--- src/rtl/uart_frame_tx.sv ---
// uart_frame_tx
// Framed 8N1 UART transmitter with a built-in baud generator.
// A DATA_W-bit word is accepted over a valid/ready handshake, split MSB-first
// into bytes and sent as one frame:
//   [HEADER] payload byte 0 .. NBYTES-1 [checksum] TAIL
// GAP_BITS idle-high bit periods can be placed between the bytes of a frame.
//
// Ports:
//   CLK         system clock
//   RST         asynchronous active-high reset
//   tx_data     payload word, captured on acceptance
//   tx_vld      payload valid
//   tx_rdy      idle and able to accept a word
//   busy        frame in progress (always ~tx_rdy)
//   frame_done  one-cycle pulse after the tail stop bit completes
//   tx          registered serial line, idle high

module uart_frame_tx #(
  parameter int         DATA_W       = 20,
  parameter int         CLKS_PER_BIT = 10417,
  parameter bit         HDR_EN       = 1'b1,
  parameter logic [7:0] HEADER       = 8'hAA,
  parameter bit         CKSUM_EN     = 1'b1,
  parameter logic [7:0] TAIL         = 8'hFF,
  parameter int         GAP_BITS     = 0
) (
  input  logic              CLK,
  input  logic              RST,
  input  logic [DATA_W-1:0] tx_data,
  input  logic              tx_vld,
  output logic              tx_rdy,
  output logic              busy,
  output logic              frame_done,
  output logic              tx
);

  localparam int NBYTES = (DATA_W + 7) / 8;
  localparam int NB8    = NBYTES * 8;
  localparam int PAD    = NB8 - DATA_W;
  localparam int F      = int'(HDR_EN) + NBYTES + int'(CKSUM_EN) + 1;
  localparam int CNT_W  = (CLKS_PER_BIT > 2) ? $clog2(CLKS_PER_BIT) : 1;

  localparam logic [CNT_W-1:0] BAUD_LAST = CNT_W'(CLKS_PER_BIT - 1);
  localparam logic [3:0]       LAST_BYTE = 4'(F - 1);
  localparam logic [3:0]       LAST_GAP  = 4'((GAP_BITS > 0) ? GAP_BITS - 1 : 0);

  typedef enum logic [2:0] {
    S_IDLE,
    S_START,
    S_DATA,
    S_STOP,
    S_GAP
  } state_t;

  state_t             state_q, state_n;
  logic [CNT_W-1:0]   baud_q, baud_n;
  logic [2:0]         bit_q, bit_n;
  logic [3:0]         byte_q, byte_n;
  logic [3:0]         gap_q, gap_n;
  logic [6:0]         shift_q, shift_n;
  logic [DATA_W-1:0]  data_q, data_n;
  logic               tx_q, tx_n;
  logic               done_q, done_n;

  logic               bit_end;
  logic [NB8-1:0]     padded;
  logic [7:0]         cksum;
  logic [7:0]         cur_byte;

  assign bit_end = (baud_q == '0);

  // Payload left-aligned so byte 0 always carries the MSBs.
  assign padded = NB8'(data_q) << PAD;

  always_comb begin
    cksum = 8'h00;
    for (int k = 0; k < NBYTES; k++) begin
      cksum = cksum + padded[8*k +: 8];
    end
  end

  // Byte currently being framed, selected by position within the frame.
  always_comb begin
    int             k;
    logic [NB8-1:0] sel;
    k   = int'(byte_q) - int'(HDR_EN);
    sel = '0;
    if (HDR_EN && byte_q == 4'd0) begin
      cur_byte = HEADER;
    end else if (k < NBYTES) begin
      sel      = padded >> (8 * (NBYTES - 1 - k));
      cur_byte = sel[7:0];
    end else if (CKSUM_EN && k == NBYTES) begin
      cur_byte = cksum;
    end else begin
      cur_byte = TAIL;
    end
  end

  // NOTE: every variable gets a default first so no path can infer a latch.
  always_comb begin
    state_n = state_q;
    baud_n  = baud_q;
    bit_n   = bit_q;
    byte_n  = byte_q;
    gap_n   = gap_q;
    shift_n = shift_q;
    data_n  = data_q;
    tx_n    = tx_q;
    done_n  = 1'b0;

    if (state_q != S_IDLE) begin
      baud_n = bit_end ? BAUD_LAST : baud_q - 1'b1;
    end

    case (state_q)
      S_IDLE: begin
        tx_n = 1'b1;
        if (tx_vld) begin
          data_n  = tx_data;
          state_n = S_START;
          baud_n  = BAUD_LAST;
          tx_n    = 1'b0;
        end
      end
      S_START: begin
        if (bit_end) begin
          state_n = S_DATA;
          tx_n    = cur_byte[0];
          shift_n = cur_byte[7:1];
        end
      end
      S_DATA: begin
        if (bit_end) begin
          if (bit_q == 3'd7) begin
            bit_n   = 3'd0;
            state_n = S_STOP;
            tx_n    = 1'b1;
          end else begin
            bit_n   = bit_q + 3'd1;
            tx_n    = shift_q[0];
            shift_n = {1'b0, shift_q[6:1]};
          end
        end
      end
      S_STOP: begin
        if (bit_end) begin
          if (byte_q == LAST_BYTE) begin
            state_n = S_IDLE;
            byte_n  = 4'd0;
            done_n  = 1'b1;
          end else begin
            byte_n = byte_q + 4'd1;
            if (GAP_BITS > 0) begin
              state_n = S_GAP;
              gap_n   = 4'd0;
            end else begin
              state_n = S_START;
              tx_n    = 1'b0;
            end
          end
        end
      end
      S_GAP: begin
        if (bit_end) begin
          if (gap_q == LAST_GAP) begin
            gap_n   = 4'd0;
            state_n = S_START;
            tx_n    = 1'b0;
          end else begin
            gap_n = gap_q + 4'd1;
          end
        end
      end
      default: state_n = S_IDLE;
    endcase
  end

  // NOTE: sequential state uses non-blocking assignments so every register
  // samples pre-edge values regardless of statement order.
  always_ff @(posedge CLK or posedge RST) begin
    if (RST) begin
      state_q <= S_IDLE;
      baud_q  <= '0;
      bit_q   <= '0;
      byte_q  <= '0;
      gap_q   <= '0;
      shift_q <= '0;
      data_q  <= '0;
      tx_q    <= 1'b1;
      done_q  <= 1'b0;
    end else begin
      state_q <= state_n;
      baud_q  <= baud_n;
      bit_q   <= bit_n;
      byte_q  <= byte_n;
      gap_q   <= gap_n;
      shift_q <= shift_n;
      data_q  <= data_n;
      tx_q    <= tx_n;
      done_q  <= done_n;
    end
  end

  assign tx_rdy     = (state_q == S_IDLE);
  assign busy       = ~tx_rdy;
  assign frame_done = done_q;
  assign tx         = tx_q;

endmodule

--- config.mk ---
export PLATFORM = sky130hd
export DESIGN_NAME = uart_frame_tx
export DESIGN_NICKNAME = d
export VERILOG_FILES = /design/src/rtl/uart_frame_tx.sv
export SDC_FILE = /design/constraint.sdc
export NUM_CORES = 1
export LEC_CHECK = 0
export CAP_MARGIN = 15
export CORE_AREA = 4 4 83 85
export DETAILED_ROUTE_END_ITERATION = 7
export DIE_AREA = 0 0 87 89
export PLACE_DENSITY = 0.79
export SETUP_SLACK_MARGIN = 0.02
export SYNTH_ARGS = -nofsm -noshare
export SYNTH_HDL_FRONTEND = slang
export SYNTH_SLANG_ARGS = --single-unit
--- constraint.sdc ---
create_clock -name CLK -period 5.5 [get_ports CLK]
set_input_delay 1.1 -clock CLK [delete_from_list [all_inputs] [get_ports CLK]]
set_output_delay 1.1 -clock CLK [all_outputs]
set_load 0.02 [all_outputs]
* Yosys cells after proc, flatten, opt, wreduce, memory -nomap -nowiden *
Index checks and enable logic that the tools add are counted.

operators by class
  order comparisons = 1
  shifts and indexed selects = 1
  bitwise gates (word level) = 1
  $mul = 0
  add/sub/neg operators = 8
  divide/modulo/power cells = 0
  equal/unequal tests = 16
  reductions and logical operators = 14
  mux-type cells = 35

operator list
  cell                                                         number
  two-way mux 14 bit                                           4
  right shift 24 x 32 -> 8 bit                                 1
  two-way mux 3 bit                                            8
  two-way mux 8 bit                                            3
  two-way mux 7 bit                                            3
  inequality test 2 bit (second input constant)                9
  adder 8 bit                                                  2
  case mux 3 bit (5 select lines)                              1
  logical NOT 14 bit                                           1
  case mux 7 bit (2 select lines)                              1
  AND reduction 7 bit                                          2
  subtractor 14 x 1 -> 14 bit (second input constant)          1
  two-way mux 1 bit                                            12
  adder 4 x 1 -> 4 bit (second input constant)                 2
  logical NOT 4 bit                                            2
  two-way mux 4 bit                                            2
  AND reduction 2 bit                                          4
  == test 3 x 2 -> 1 bit (second input constant)               2
  == test 3 bit (second input constant)                        2
  subtractor 3 x 5 -> 6 bit (first input constant)             1
  == test 5 x 3 -> 1 bit (second input constant)               1
  less-than comparator 5 x 3 -> 1 bit (second input constant)  1
  case mux 1 bit (5 select lines)                              1
  nonzero test 5 bit                                           1
  9 further kinds                                              9

word-level totals
  bits in registers = 57
  bits of input ports = 23
  memories = 0
  output and inout bits = 4
  RAM bits = 0
  memory bits (read-only) = 0
  bits in latches = 0
  logic and storage cells = 85

* Logic depth before layout (Yosys ltp) *
Gate-level depths: netlist of the first run.

  word-level depth = 7
  depth in mapped cells = 11
  mapped depth without buffers = 9

* Worst setup path after synthesis of the first run *
No wires, ideal clock.

  kind = register to register
  start point = reg byte_q[0]
  end point = reg shift_q[6]
  path buffers = 3
  arrival = 2.569 ns
  required time = 5.390 ns
  period minus slack after synthesis = 2.679 ns
  stages on the path, launching flop included = 12
  path slack = 2.821 ns
  setup time = 0.110 ns
  cell sequence = dfrtp_1 -> buf_1 -> inv_1 -> ha_1 -> buf_2 -> a21oi_1 -> or4_1 -> and3_1 -> buf_2 -> nand2_1 -> nor2_1 -> o41ai_1

on the way
  word-level cells in the longest chain between the ends = 7
  elaborated cells between the ends (all ways) = 11
  those cells by class = add/sub: 2; order compare: 1; eq/ne: 1; shift: 1; mux: 5; reduce/logical: 1

RTL lines
  item                                                                        RTL line  text
  start, declared                                                             58        logic [3:0] byte_q, byte_n;
  start signal, assigned                                                      196       byte_q <= byte_n;
  subtractor 4 x 1 -> 5 bit                                                   86        k = int'(byte_q) - int'(HDR_EN);
  subtractor 3 x 5 -> 6 bit / == test 5 x 3 -> 1 bit (equally long branches)  91, 93
  right shift 24 x 32 -> 8 bit / two-way mux 8 bit (equally long branches)    91, 93
  two-way mux 8 bit                                                           90        end else if (k < NBYTES) begin
  two-way mux 8 bit (*)                                                       88        if (HDR_EN && byte_q == 4'd0) begin
  two-way mux 7 bit (*)                                                       127       if (bit_end) begin
  case mux 7 bit (2 select lines) (*)                                         116       case (state_q)
  end signal, assigned                                                        198       shift_q <= shift_n;
  end, declared                                                               60        logic [6:0] shift_q, shift_n;

Mark *: on every way between the ends. The rest lies on a longest branch, timed or not. The select of a mux whose other input is x is not followed.
A chain may end at the register's enable or synchronous reset.

* Final worst setup path of the first run *
  start point = reg state_q[0]
  end point = out busy

on the way
  word-level cells in the longest chain between the ends = 2

RTL lines
  item                    RTL line  text
  start, declared         55        state_t state_q, state_n;
  start signal, assigned  193       state_q <= state_n;
  logical NOT 3 bit       205       assign tx_rdy = (state_q == S_IDLE);
  inverter 1 bit          206       assign busy = ~tx_rdy;
  end, declared           32        output logic busy,

Every way passes these cells.

==> results of run 1 <==
==> cell families after synthesis <==
family                     after synthesis  synth area share (%)
and+or+nand+nor                         99                  15.5
AOI/OAI and AO/OA                       85                  16.4
DFF                                     52                  39.9
muxes                                   35                  11.7
adders and majority gates               26                  10.9
buffers and inverters                   23                  2.76
xor gates and xnor gates                11                  2.95
==> path summary, 6_finish.rpt <==
path / startpoint / end / slack, ns / cells past startpoint
max reg2reg: byte_q[0] / shift_q[6] / 2.53 / 8
max in group asynchronous: RST / tx / 3.89 / 3
min: shift_q[0] / shift_q[0] / 0.49 / 2
min in group asynchronous: RST / bit_q[2] / 1.04 / 2
min reg2reg: shift_q[0] / shift_q[0] / 0.49 / 2
max: state_q[0] / busy / 2.37 / 4
==> worst max-delay path: stages, from the launching register on <==
cell and delay [ns]:
dfrtp_1 0.43, inv_1 0.10, ha_1 0.39, inv_1 0.22, clkdlybuf4s50_1 0.58
==> registers in the layout (all words and copies together) (netlist names) <==
signal      cells
baud_q         14
bit_q           3
byte_q          4
data_q         20
frame_done      1
shift_q         7
state_q         2
tx              1
==> final cells by class <==
cell class | count | area [sq um]
clock inverters | 2 | 60.1
fillers | 527 | 2490
flip-flops and latches | 52 | 1300
multi-input cells | 256 | 1870
repair buffers | 27 | 280
clock buffers | 5 | 68.8
well taps | 77 | 96.3
inverters | 10 | 37.5
==> Yosys cell counts (3+ instances only) <==
cell	n	area (sq um)
xor2_1	3	26.3
mux2i_1	10	100
clkbuf_1	9	33.8
nor3_1	4	20.0
fa_1	4	80.1
o31ai_1	5	37.5
dfrtp_1	51	1280
ha_1	22	275
inv_1	10	37.5
o21ai_0	32	160
mux2_2	25	282
a211oi_1	6	45.0
nor2_1	24	90.1
buf_2	3	15.0
a21o_1	3	22.5
xnor2_1	8	70.1
nand2_1	36	135
a21oi_1	16	80.1
nor2b_1	11	68.8
nand3_1	5	25.0
==> per-stage QoR <==
step / hold WS (ns) / cells / utilization [%]
global placement: 0.457 / 421 / 57.5
CTS: 0.485 / 428 / 59.6
finish: 0.488 / 429 / 59.9
global route: 0.513 / 429 / 59.9
floorplan: 0.440 / 331 / -
detailed placement: 0.462 / 421 / 57.5
==> power breakdown <==
group	leakage, nW	switching (mW)	total, mW	internal, mW
Clock	0.0642	0.129	0.309	0.179
Sequential	0.645	0.122	0.624	0.502
Combinational	0.838	0.475	0.934	0.459
==> layout by cell type (no fill, tap or decap), types with 4 or more instances in the layout <==
master	Yosys	layout
dfrtp_1	51	51
nand2_1	36	36
o21ai_0	32	32
clkdlybuf4s50_1	0	26
mux2_2	25	25
nor2_1	24	24
ha_1	22	22
a21oi_1	16	16
nor2b_1	11	11
mux2i_1	10	10
inv_1	10	9
xnor2_1	8	8
a211oi_1	6	6
nand3_1	5	5
o31ai_1	5	5
clkbuf_8	0	5
nor3_1	4	4
fa_1	4	4
==> metal layers <==
metal,vias to the layer above,track usage [%],wire length [um]
met3,6,3.04,222
met2,38,32.2,3320
met5,-,0,0
met4,0,3.82,52
li1,1225,-,-
met1,1228,22.5,2980
==> flow_summary.ini, run 1 <==
[sta]
setup_ws_ns = 2.37
tns_ns = 0
max_freq_mhz = 320
rsz0062_at_grt = false
setup_viol = 0
min_period_ns = 3.13
finalClockSkew_ns = 0.00767
slew_headroom_pct = 43.5
fin_crit_sh_pct = 56.9
slew_violations = 0
tightest_slew_ns = 0.846
finalHoldViolCount = 0

[worst_setup_path]
path_class = reg -> out
worstPathMaxFanout = 11
start_kind = flip-flop
worstSetupEndpointType = primary output
required_ns = 4.40
worstPathArrival_ns = 2.03

[grt]
grt_max_degree = 53
grt_pass1_wl_mm = 11.1
first_global_vias = 2417
grtUsageTotal_pct = 17.9
antenna_found_initial = 0
overflow = 0

[cells_and_area]
antenna_cells = 0
nets = 401
drive_gt1_share_pct = 11.6
area_growth_pct = 13.9
design_area_sq_um = 3720

[placed_design]
gp_congestion = 0.843
portBuffers = 26
dp_hpwl_mm = 4.83
dp_slack_ns = 2.57
placed_area_sq_um = 3570

[synth]
ys_seq_area_share_pct = 39.9
synth_edf_count = 0
synth_cell_types = 56
synth_warnings = 0
syn-cell-area_sq_um = 3270
postSynthCellCount = 331
synth-main-ff-cell = dfrtp_1
avgSynthCellArea_sq_um = 9.87
ys_ff_latch = 52
async_reset_ff_share_pct = 100
syn_nets = 380

[drt]
antenna_left = 0
drc = 0
avgViaCountPerCell = 5.82
first_pass_iters = 4
wl_per_cell_um = 15.3
vias = 2497
routed_wl_mm = 6.58
drt_iter0_drc = 136

[floorplanning]
initial_core_util_pct = 52.6
die_area_sq_um = 7740
chipHeight_um = 89
fp-row-count = 29
die_width_um = 87
io_pins = 27
coreArea_sq_um = 6200

[cts]
ctsResizeCount = 0
clock-sinks = 52
numCtsBuffers = 5
insertion_delay_ns = 0.31
clkTransAtPathRegs_ns = 0.10
cts_tree = yes
cts_root_buf = clkbuf_8
clk_path_buf_depth = 2
ctsHoldBuffers = 0
htree_levels = 2
postCtsSetupRepairBufs = 0

[worst_hold_path]
hold_path_class = reg -> reg

[run]
cap_violations = 0

[pwr]
pwr_density_cell_nw_per_um2 = 502
total_power_mw = 1.87
ir_drop_mv = 0.297
leakagePower_nw = 1.55

[run_status]
outcome = finished, final reports clean
(Power assumes the default switching activity.)
==> run 2: changes to the inputs <==
- clock period: 5.5 -> 2.9 ns (I/O delays scaled with it)
==> flow_summary.ini, run 2 (same netlist as run 1, synthesis figures left out) <==
[run_status]
outcome = finished, final reports clean

[cells_and_area]
final_common_cell = dfrtp_1
drive_gt1_share_pct = 13.3
nets = 408
multi_input_area_sq_um = 1870
antenna_cells = 0
most-common-layout-cells = 51 x dfrtp_1, 36 x nand2_1, 32 x o21ai_0
largest_register_ff_count = 20
regMostFlops = data_q
seqCellArea_sq_um = 1300
nFillCells = 514
area_growth_pct = 14.3
reg.largest.list = data_q x20, baud_q x14, shift_q x7

[worst_setup_path]
r2r-end = shift_q[6]
r2r.worst_path.cells = 9
worstPathMaxFanout = 11
r2r_slack_ns = 0.30
start_kind = flip-flop
cp_slowest_stage_delay_ns = 0.58
crit_top_cell = inv_1
timing.rr.start = data_q[5]
path_cells = inv_1 > ha_1 > inv_1 > clkdlybuf4s50_1
worstSetupEndpointType = primary output
required_ns = 2.32
worstPathArrival_ns = 2.03
crit_start = state_q[1]
path_class = reg -> out
cp_slowest_cell = clkdlybuf4s50_1

[pwr]
pwr_density_cell_nw_per_um2 = 911
total_power_mw = 3.40
leakagePower_nw = 1.56
ir_drop_mv = 0.653

[sta]
slew_violations = 0
min_period_ns = 2.61
rsz0062_at_grt = false
max_freq_mhz = 383
tightest_slew_ns = 0.596
finalHoldViolCount = 0
tns_ns = 0
slew_headroom_pct = 59.9
finalClockSkew_ns = 0.00810
setup_viol = 0
fin_crit_sh_pct = 90.1

[grt]
grt_pass1_wl_mm = 11.6
grtUsageTotal_pct = 18.5
first_global_vias = 2532
overflow = 0
antenna_found_initial = 0
grt_max_degree = 30

[run]
cap_violations = 0

[drt]
routed_wl_mm = 6.55
avgViaCountPerCell = 5.79
drt_iter0_drc = 79
antenna_left = 0
vias = 2529
drc = 0
wl_per_cell_um = 15.0
first_pass_iters = 4

[cts]
clk_path_buf_depth = 2
cts_root_buf = clkbuf_8
numCtsBuffers = 5
cts_tree = yes
clkTransAtPathRegs_ns = 0.09
ctsHoldBuffers = 0
postCtsSetupRepairBufs = 0
clock-sinks = 52
insertion_delay_ns = 0.31
ctsResizeCount = 0
htree_levels = 2

[worst_hold_path]
whs_path_depth = 2
hold_path_class = reg -> reg
hold_start = shift_q[4]
worstHoldEndpoint = shift_q[4]

[placed_design]
portBuffers = 26
dp_hpwl_mm = 4.89
gp_congestion = 0.860

[floorplanning]
coreArea_sq_um = 6200
die_area_sq_um = 7740
io_pins = 27
fp-row-count = 29
chipHeight_um = 89
initial_core_util_pct = 52.6
die_width_um = 87
[run 2: critical path, delay by kind of cell (launching register included)]
family                     cells  cell delay, ns
adders and majority gates      1            0.39
buffers and inverters          3            0.91
DFF                            1            0.42
[run 2: metrics by stage]
stage	util (%)	hold slack [ns]	instances	cell area [sq um]	setup slack, ns
3_5_place_dp	58.7	0.458	429	3640	0.317
6_report	60.1	0.483	437	3730	0.288
4_1_cts	60.1	0.482	437	3730	0.280
3_3_place_gp	58.7	0.454	429	3640	0.423
2_1_floorplan	-	0.440	331	3270	0.221
5_1_grt	60.1	0.522	437	3730	0.142
[run 2: layout make-up]
class	instances	share of cell area (%)
inverter	10	1.01
sequential	52	34.9
timing repair buffer	34	8.92
clock inverter	2	0.436
tap	77	2.58
clock buffer	6	1.95
multi-input combinational	256	50.2
[run 2: worst max path at each step]
stage | end | slack (ns) | cells after the start
after floorplan | shift_q[6] | 0.22 | 11
after global placement | shift_q[6] | 0.42 | 9
after detailed placement | shift_q[6] | 0.32 | 9
after CTS | busy | 0.28 | 4
after global routing | shift_q[6] | 0.14 | 9
final | busy | 0.29 | 4
[run 2: layer usage]
layer	wire length (um)	global-route usage, %
met1	2980	23.9
met2	3250	32.2
met3	202	2.58
met4	112	6.09
met5	0	0
[run 2: report_power, final]
part | internal, mW | switching [mW] | total, mW | leakage (nW)
clock network | 0.172 | 0.249 | 0.421 | 0.0414
registers | 0.953 | 0.222 | 1.17 | 0.645
logic | 0.884 | 0.918 | 1.80 | 0.874
total | 2.01 | 1.39 | 3.40 | 1.56
==> run 3: changes to the inputs <==
- CORE_AREA: 4 4 83 85 -> 4 4 87 81
- DIE_AREA: 0 0 87 89 -> 0 0 91 85
- SLEW_MARGIN: not set -> 20
==> flow_summary.ini, run 3 (same netlist as run 1, synthesis figures left out) <==
[drt]
drc = 0
vias = 2527
wl_met3_um = 251
avgViaCountPerCell = 5.84
wl_per_cell_um = 15.3
route.met2.wl_mm = 3.13
drt-met1-wl_mm = 3.13
first_pass_iters = 4
drt_iter0_drc = 149
top_layer_used = met4
routed_wl_mm = 6.62
antenna_left = 0

[pwr]
pwr_density_cell_nw_per_um2 = 912
leakagePower_nw = 1.57
ir_drop_mv = 0.459
total_power_mw = 3.40

[sta]
slew_violations = 0
tns_ns = 0
finalHoldViolCount = 0
finalClockSkew_ns = 0.0132
fin_crit_sh_pct = 90.4
tightest_slew_ns = 0.737
slew_headroom_pct = 50.8
max_freq_mhz = 381
setup_viol = 0
min_period_ns = 2.62
rsz0062_at_grt = false

[floorplanning]
coreArea_sq_um = 6080
fp-row-count = 27
io_pins = 27
chipHeight_um = 85
die_width_um = 91
initial_core_util_pct = 53.7
die_area_sq_um = 7740

[grt]
first_global_vias = 2565
overflow = 0
antenna_found_initial = 0
grt_max_degree = 37
grt_pass1_wl_mm = 11.5
grtUsageTotal_pct = 17.9

[cts]
clkTransAtPathRegs_ns = 0.11
clk_path_buf_depth = 2
ctsHoldBuffers = 0
postCtsSetupRepairBufs = 0
ctsResizeCount = 0
cts_tree = yes
insertion_delay_ns = 0.31
numCtsBuffers = 5
clock-sinks = 52
cts_root_buf = clkbuf_8
htree_levels = 2

[placed_design]
dp_hpwl_mm = 4.93
gp_congestion = 0.856
dp.cells = 425
portBuffers = 26
placed_area_sq_um = 3630

[cells_and_area]
final_common_cell = dfrtp_1
area_growth_pct = 14.1
fin_cells = 433
drive_gt1_share_pct = 13.9
multi_input_area_sq_um = 1870
seqCellArea_sq_um = 1300
design_area_sq_um = 3730
nFillCells = 505
regMostFlops = data_q
antenna_cells = 0
largest_register_ff_count = 20
reg.largest.list = data_q x20, baud_q x14, shift_q x7
nets = 409
most-common-layout-cells = 51 x dfrtp_1, 36 x nand2_1, 32 x o21ai_0

[worst_setup_path]
worstPathMaxFanout = 11
required_ns = 2.32
start_kind = flip-flop
path_class = reg -> out
worstPathArrival_ns = 2.04
worstSetupEndpointType = primary output

[worst_hold_path]
hold_path_class = reg -> reg

[run_status]
outcome = finished, final reports clean

[run]
cap_violations = 0
run 3: worst paths after layout:
kind | from | end | slack, ns | depth (start not counted)
worst max-delay path | state_q[0] | busy | 0.28 | 4
worst min-delay path | shift_q[4] | shift_q[4] | 0.48 | 2
worst max register to register | data_q[5] | shift_q[6] | 0.28 | 9
worst min register to register | shift_q[4] | shift_q[4] | 0.48 | 2
max in group asynchronous | RST | shift_q[4] | 1.57 | 3
min in group asynchronous | RST | baud_q[13] | 0.71 | 2
run 3: per-stage QoR:
stage	hold slack [ns]	setup WS, ns	util, %
after floorplan	0.440	0.221	-
after global placement	0.457	0.427	59.7
after detailed placement	0.462	0.301	59.7
after CTS	0.483	0.272	61.3
after global routing	0.527	0.123	61.3
final	0.480	0.277	61.3
run 3: area by class of cell:
| type | instances | share of cell area (%) |
|---|---|---|
| clock buffer | 6 | 2.22 |
| clock inverter | 2 | 0.369 |
| inverter | 10 | 1.01 |
| multi-input combinational | 256 | 50.3 |
| sequential | 52 | 34.9 |
| tap | 72 | 2.42 |
| timing repair buffer | 35 | 8.79 |
run 3: worst max-delay path: stages, from the launching register on:
cell and delay [ns]:
dfrtp_1 0.44, inv_1 0.10, ha_1 0.41, inv_1 0.20
clkdlybuf4s50_1 0.58
run 3: power breakdown:
part	switching (mW)	internal [mW]	total [mW]
Sequential	0.229	0.952	1.18
Combinational	0.896	0.878	1.77
Clock	0.247	0.196	0.443
run 3: per-layer routing:
layer | GRT usage, % | vias up
met5 | 0 | -
met4 | 6.16 | 0
met3 | 3.63 | 11
met2 | 30.4 | 41
met1 | 22.9 | 1226
li1 | - | 1249
